[src/rtl/sm3_pkg.sv]
// Shared SM3 definitions: word/block types, round count, rotate and P1.
// Used by the message expansion stage and by the compression function.
package sm3_pkg;

    // Bit 0 is the most significant bit of a word / of W_0 in a block.
    typedef logic [0:31]  word_t;
    typedef logic [0:511] block_t;

    localparam int SM3_ROUNDS = 64;

    // Expansion stage control states.
    typedef enum logic {
        IDLE,
        RUN
    } expand_state_e;

    // 32-bit rotate left; bit 0 is the MSB, so << moves towards bit 0.
    function automatic word_t rotl32(word_t x, int unsigned n);
        int unsigned s;
        s = n % 32;
        if (s == 0) begin
            return x;
        end
        return (x << s) | (x >> (32 - s));
    endfunction

    // SM3 permutation used in message expansion.
    function automatic word_t p1(word_t x);
        return x ^ rotl32(x, 15) ^ rotl32(x, 23);
    endfunction

endpackage

[src/rtl/sm3_expand_word.sv]
// Combinational SM3 expansion step: produces W_{j+16} from the window taps
// W_j, W_{j+3}, W_{j+7}, W_{j+10} and W_{j+13}.
module sm3_expand_word
    import sm3_pkg::*;
(
    input  word_t win0_i,
    input  word_t win3_i,
    input  word_t win7_i,
    input  word_t win10_i,
    input  word_t win13_i,
    output word_t w16_o
);

    // W_{j+16} = P1(W_j ^ W_{j+7} ^ (W_{j+13} <<< 15)) ^ (W_{j+3} <<< 7) ^ W_{j+10}
    assign w16_o = p1(win0_i ^ win7_i ^ rotl32(win13_i, 15))
                 ^ rotl32(win3_i, 7) ^ win10_i;

endmodule

[src/rtl/sm3_msg_expand.sv]
// SM3 message expansion: accepts one 512-bit padded block and streams the 64
// (W_j, W'_j) pairs using a 16-word sliding window.
// Optional macro SM3_EXPAND_BACKPRESSURE_EN: when defined, out_ready stalls
// the stream; when undefined, every RUN cycle is a transfer.
module sm3_msg_expand
    import sm3_pkg::*;
#(
    parameter int ROUNDS = SM3_ROUNDS
) (
    input  logic         clk,
    input  logic         rst_n,
    input  logic         in_valid,
    output logic         in_ready,
    input  logic [0:511] block_in,
    output logic         out_valid,
    input  logic         out_ready,
    output logic [0:31]  w_j,
    output logic [0:31]  wp_j,
    output logic [0:5]   round,
    output logic         last
);

    localparam logic [0:5] LAST_ROUND = 6'(ROUNDS - 1);

    expand_state_e state_q;
    logic [0:5]    cnt_q;
    word_t         win_q [16];
    word_t         w16_d;
    logic          xfer;

`ifdef SM3_EXPAND_BACKPRESSURE_EN
    assign xfer = (state_q == RUN) && out_ready;
`else
    // The port is kept so instantiations are identical in both builds.
    logic unused_out_ready;
    assign unused_out_ready = out_ready;
    assign xfer = (state_q == RUN);
`endif

    sm3_expand_word u_expand_word (
        .win0_i  (win_q[0]),
        .win3_i  (win_q[3]),
        .win7_i  (win_q[7]),
        .win10_i (win_q[10]),
        .win13_i (win_q[13]),
        .w16_o   (w16_d)
    );

    // FSM, round counter and sliding window: load on accept, shift on transfer.
    always_ff @(posedge clk or negedge rst_n) begin
        if (!rst_n) begin
            state_q <= IDLE;
            cnt_q   <= '0;
            // NOTE: the window is a small flop array, not a RAM, and must read
            // as zero after reset so w_j/wp_j come up cleared; resetting it is
            // intentional here.
            for (int k = 0; k < 16; k++) begin
                win_q[k] <= '0;
            end
        end else begin
            // NOTE: every assignment in this block is non-blocking so the shift
            // below reads the pre-edge window for all sixteen words.
            case (state_q)
                IDLE: begin
                    if (in_valid) begin
                        for (int k = 0; k < 16; k++) begin
                            win_q[k] <= block_in[32*k +: 32];
                        end
                        cnt_q   <= '0;
                        state_q <= RUN;
                    end
                end
                RUN: begin
                    if (xfer) begin
                        for (int k = 0; k < 15; k++) begin
                            win_q[k] <= win_q[k+1];
                        end
                        win_q[15] <= w16_d;
                        cnt_q     <= cnt_q + 6'd1;
                        if (cnt_q == LAST_ROUND) begin
                            state_q <= IDLE;
                        end
                    end
                end
                default: state_q <= IDLE;
            endcase
        end
    end

    // Outputs come straight from registers, plus one XOR level for W'_j.
    assign in_ready  = (state_q == IDLE);
    assign out_valid = (state_q == RUN);
    assign w_j       = win_q[0];
    assign wp_j      = win_q[0] ^ win_q[4];
    assign round     = cnt_q;
    assign last      = (state_q == RUN) && (cnt_q == LAST_ROUND);

endmodule

[config.mk]
export PLATFORM = sky130hd
export DESIGN_NAME = sm3_msg_expand
export DESIGN_NICKNAME = d
export VERILOG_FILES = /design/src/rtl/sm3_pkg.sv /design/src/rtl/sm3_expand_word.sv /design/src/rtl/sm3_msg_expand.sv
export SDC_FILE = /design/constraint.sdc
export NUM_CORES = 1
export LEC_CHECK = 0
export BUFFER_PORTS_ARGS = -buffer_cell sky130_fd_sc_hd__buf_2
export CAP_MARGIN = 40
export CORE_ASPECT_RATIO = 0.8
export CORE_UTILIZATION = 50
export CTS_BUF_LIST = sky130_fd_sc_hd__clkbuf_16
export DETAILED_ROUTE_END_ITERATION = 10
export PLACE_DENSITY_LB_ADDON = 0.05
export SYNTH_ARGS = -nofsm -noshare
export SYNTH_HDL_FRONTEND = slang
export SYNTH_SLANG_ARGS = --single-unit
[constraint.sdc]
create_clock -name clk -period 1.3 [get_ports clk]
set_input_delay 0.13 -clock clk [delete_from_list [all_inputs] [get_ports clk]]
set_output_delay 0.13 -clock clk [all_outputs]
set_load 0.02 [all_outputs]
==> summary.txt, run 1 <==
Run status
  – Status: aborted with a tool error
  – Fail Step: global routing
  – Stop err: [ERROR GRT-0232] Routing congestion too high. Check the congestion heatmap in the GUI.

Synth
  – Dominant cell type by area after synthesis: dfrtp_1
  – Ys async rst share: between 90% and 100%
  – Ranking of synthesized cells by area: dfrtp_1 (50%), mux2i_1 (19%), o21ai_0 (9.3%)
  – Share of the synthesized area in the top cell type: around half
  – EDFF count, synth: 0
  – Synth top cells by count: dfrtp_1 (519), nand2_1 (484), o21ai_0 (483), mux2i_1 (480), xnor2_1 (129)
  – Synth Warn #: 0
  – #FFs+latches synth: between 500 and 600
  – Most used DFF post-synth: dfrtp_1
  – Synth cell types: 25
  – Register area share after synthesis: between 50% and 60%
  – Syn Inst Count: around 2500
  – Mapped Area: between 20000 and 30000 sq um
  – Count leader, synth: dfrtp_1
  – Syn_nets: about 3000
  – Syn Area/Cell: approximately 10 sq um

Placement
  – Post-detail-place hpwl: about 89 mm
  – DP Area: roughly 32000 sq um
  – Post-place setup slack: -481 ps
  – Buffers on Ports: around 600
  – GP Congestion: just over 1

Floorplanning
  – Die Y: 205 um
  – Die Wd: roughly 260 um
  – Row count: 74
  – I/O Pins: 589
  – Initial Util: about half

Global route
  – Initial antenna violation count: 40
  – GRT overflow: around 190
  – Largest net degree at the start of global routing: 68
  – GR Util All Layers: 84.6%

STA
  – Worst endpoint after global-route timing repair: last
  – Worst endpoint type: output port

CTS
  – Clock Path Buffers: 3
  – Clock sinks: between 500 and 600
  – Root Buffer: clkbuf_16
  – CTS H-Tree Depth: 2
  – Num CTS Buffers: 54
cell families after synthesis:
logic type / synth area share [%]
DFF: 50.2
adders and majority gates: 0.0483
buffers and inverters: 3.83
muxes: 18.6
AOI/OAI and AO/OA: 11.0
and+or+nand+nor: 7.98
xor gates and xnor gates: 8.34
routing by layer:
metal | overflow | track usage (%)
met5 | 0 | 43.9
met2 | 110 | 98.7
met3 | 4 | 73.2
met4 | 76 | 91.9
met1 | 1 | 81.1
stage by stage:
| step | std cells | util, % | setup TNS [ps] | hold slack [ps] |
|---|---|---|---|---|
| after global placement | 3937 | 63.3 | -12470 | 2.96 |
| after CTS | 4714 | 87.7 | -114350 | 2.05 |
| after detailed placement | 3937 | 63.3 | -15470 | 6.72 |
| after floorplan | 2480 | - | -736 | -166 |
timing repair:
| action | in CTS |
|---|---|
| hold endpoints to repair | 1023 |
| setup buffers | 142 |
| resized for setup | 904 |
| cloned | 58 |
| hold buffers | 506 |
| pin swaps | 102 |
| setup endpoints to repair | 295 |
==> run 2, diff against run 1 <==
--- a/config.mk
+++ b/config.mk
@@ -7,11 +7,9 @@
 export LEC_CHECK = 0
 export BUFFER_PORTS_ARGS = -buffer_cell sky130_fd_sc_hd__buf_2
 export CAP_MARGIN = 40
-export CORE_ASPECT_RATIO = 0.8
-export CORE_UTILIZATION = 50
-export CTS_BUF_LIST = sky130_fd_sc_hd__clkbuf_16
+export CORE_UTILIZATION = 40
 export DETAILED_ROUTE_END_ITERATION = 10
-export PLACE_DENSITY_LB_ADDON = 0.05
+export PLACE_DENSITY_LB_ADDON = 0.15
 export SYNTH_ARGS = -nofsm -noshare
 export SYNTH_HDL_FRONTEND = slang
 export SYNTH_SLANG_ARGS = --single-unit
==> constraint.sdc (replaced) <==
create_clock -name clk -period 1.7 [get_ports clk]
set_input_delay 0.17 -clock clk [delete_from_list [all_inputs] [get_ports clk]]
set_output_delay 0.17 -clock clk [all_outputs]
set_load 0.02 [all_outputs]
==> run 2 against run 1 <==
  * The flow now finishes, with violations (hold timing, setup timing)
  * Area after synthesis did not move
  * Synthesized cell count did not move
==> summary.txt, run 2 <==
Placement
  – Post-detail-place hpwl: 90.0 mm (was 89.4 mm)
  – Buffers on Ports: 587 (unchanged)
  – Dpl cells: 3907 (was 3937)
  – GP Congestion: 0.938 (was 1.02)

Synth
  – Ranking of synthesized cells by area: dfrtp_1 (50%), mux2i_1 (19%), o21ai_0 (9.3%) (unchanged)
  – Compound-gate portion of the synthesized area: 11.0% (unchanged)
  – Post-Synth Adder-Cell Area: 0.0484% (unchanged)
  – Synth Warn #: 0 (unchanged)
  – Largest family of logic cells by synthesized area: multiplexers (unchanged)
  – Syn_nets: 2997 (unchanged)
  – Synth Area in Simple Gates: 7.98% (unchanged)
  – Syn Area/Cell: 10.4 sq um (unchanged)
  – Register area share after synthesis: 50.2% (unchanged)
  – Ys async rst share: 100% (unchanged)
  – Mux cell area share after synthesis: 18.6% (unchanged)
  – Mapped Area: 25900 sq um (unchanged)
  – Most used DFF post-synth: dfrtp_1 (unchanged)
  – #FFs+latches synth: 519 (unchanged)
  – Xor/xnor cell area share of the yosys netlist: 8.34% (unchanged)
  – Count leader, synth: dfrtp_1 (unchanged)
  – Dominant cell type by area after synthesis: dfrtp_1 (unchanged)
  – Share of the synthesized area in the top cell type: 50.2% (unchanged)
  – Synth top cells by count: dfrtp_1 (519), nand2_1 (484), o21ai_0 (483), mux2i_1 (480), xnor2_1 (129) (unchanged)
  – EDFF count, synth: 0 (unchanged)
  – Syn Inst Count: 2480 (unchanged)
  – Synth cell types: 25 (unchanged)

Setup path
  – Crit. End Element: output pin
  – CP max FO: 5
  – CP startpoint kind: flip-flop
  – CP arrival: ~1600 ps
  – Worst endpoint required time: ~1500 ps
  – R2R depth: 4
  – Slowest cell on crit path: dfrtp_4
  – Crit path kind: reg2out
  – Max incr delay on CP: between 400 and 500 ps
  – Cell Chain, Critical Path: buf_12 -> nand4_1 -> nor2_2 -> buf_6

Layout
  – Max reg flops: 480
  – Most frequent cells in the layout: buf_2 (563), dfrtp_1 (501), nand2_1 (484)
  – Largest Register: win_q
  – Core Util, Final: 60.4%
  – Synthesis-to-finish area growth: 48.3%
  – Share of post-route cells with drive strength above 1: between 20 and 30%
  – Net count, final: ~4200
  – Most common cell after layout, fill and taps aside: buf_2
  – Layout Cells excl Fill: ~4500
  – Filler cells: ~5300

CTS
  – CTS tree: done
  – CTS H-Tree Depth: 2 (unchanged)
  – Clock Path Buffers: 3 (unchanged)
  – CTS clk-pin slew, worst paths: ~60 ps
  – Clock sinks: 519 (unchanged)
  – Root Buffer: clkbuf_16 (unchanged)
  – Clock Latency Late Sink: between 600 and 700 ps
  – Num CTS Buffers: 58 (was 54)

Global route
  – Initial antenna violation count: 5
  – Vias in the first global route: 24600
  – GR Util All Layers: 35.6%
  – Largest net degree at the start of global routing: about 150
  – First-pass GRT wire length: approximately 170 mm
  – GRT overflow: 0

STA
  – Final Max Tran Viols: 0
  – Max Fclk: a little under 600 MHz
  – Clock skew: approximately 14 ps
  – Tmin final: around 1700 ps
  – Hold Vio Cnt, Final: 1
  – RSZ-0062 raised after global routing: yes
  – Final TNS setup: -62.6 ps
  – Worst-Margin Slew: a little over 800 ps
  – Worst slew margin: between 40% and 50%
  – Min Hold Slack: -19.5 ps
  – Final setup fails: 2
  – Setup WS post-layout: -34.1 ps
  – Crit share post-route: 102%

Power and ir drop
  – Tot Pwr: between 80000 and 90000 uW
  – Leak: 0.0193 uW
  – P per Cell Area: 2090 nW/um^2
  – Worst vdd ir: roughly 0.0012 V

Floorplanning
  – Die Y: 256 um (was 205 um)
  – Row count: 92 (was 74)
  – Initial Util: 40.7% (was 50.6%)
  – I/O Pins: 589 (unchanged)
  – Core region area: between 60000 and 70000 sq um
  – Die area: approximately 66000 sq um
  – Die Wd: 256 um (unchanged)

Hold path
  – Hold WC Path Type: in2reg
  – Hold path cells: 3

Drt
  – Total wire length: 119 mm
  – Post-route ant nets: 0
  – Initial DRT Pass Iterations: 6
  – Vias: ~24000
  – Drt via density: ~5.3
  – Residual DRC: 0
  – Drt wl/cell: around 26 um
  – DRT iter0 DRCs: around 2500

Flow run
  – # Max-Cap Violations: 0

Run status
  – Failing checks: hold timing, setup timing
  – Status: complete, but fails checks (was aborted with a tool error)
## run 2: final timing paths
kind | start | endpoint | slack [ps]
max | out_valid | last | -30
min | block_in[9] | w_j[9] | -20
max reg2reg | out_valid | win_q[282] | -30
min reg2reg | win_q[436] | win_q[468] | 480
max in group asynchronous | rst_n | win_q[266] | 300
min in group asynchronous | rst_n | win_q[269] | 180
## run 2: logic make-up after synthesis
group,count (synthesis)
compound gates,552
buf+inv,209
fa+ha+maj,1
xor+xnor,193
flops,519
mux,480
simple gates,526
## run 2: where the power goes
part	switching (uW)	internal, uW
logic	21000	20600
clock network	5350	7240
registers	7080	19200
total	33400	47000
## run 2: layout make-up
| class | count | area [sq um] | share of cell area (%) |
|---|---|---|---|
| antenna | 4 | 10.0 | 0.0261 |
| clock buffer | 88 | 1730 | 4.50 |
| clock inverter | 14 | 133 | 0.346 |
| inverter | 2 | 8.76 | 0.0228 |
| multi-input combinational | 1752 | 12200 | 31.7 |
| sequential | 519 | 13000 | 33.9 |
| tap | 846 | 1060 | 2.76 |
| timing repair buffer | 1304 | 10300 | 26.8 |
## run 2: routing by layer
layer / track usage [%] / share of wire (%) / vias up
li1: - / - / 10800
met4: 14.7 / 4.7 / 0
met3: 5.17 / 6.4 / 254
met1: 48.6 / 43 / 12000
met2: 56.8 / 46 / 1131
met5: 0 / 0 / -
## run 2: timing repair
item                                    4_1_cts  5_1_grt
resized for setup                            71       51
cloned                                        1        0
setup buffers                                35       11
endpoints found under the hold margin       978        3
endpoints found under the setup margin       39       35
pin swaps                                     5       17
hold buffers                                471        3
## run 2: through the flow
stage	hold slack, ps	worst slack, ps	area [sq um]
2_1_floorplan	-126	187	25900
3_3_place_gp	28.5	-313	30900
3_5_place_dp	29.3	-166	31000
4_1_cts	1.22	-80.7	38100
5_1_grt	-11.5	-121	38400
6_report	-19.5	-34.1	38400
## run 2: critical path: cells and delay by family (launching register included)
| family | cells | cell delay [ps] |
|---|---|---|
| DFF | 1 | 450 |
| buffers and inverters | 2 | 250 |
| and+or+nand+nor | 2 | 240 |
No activity file was read; power rests on OpenSTA's default activity.
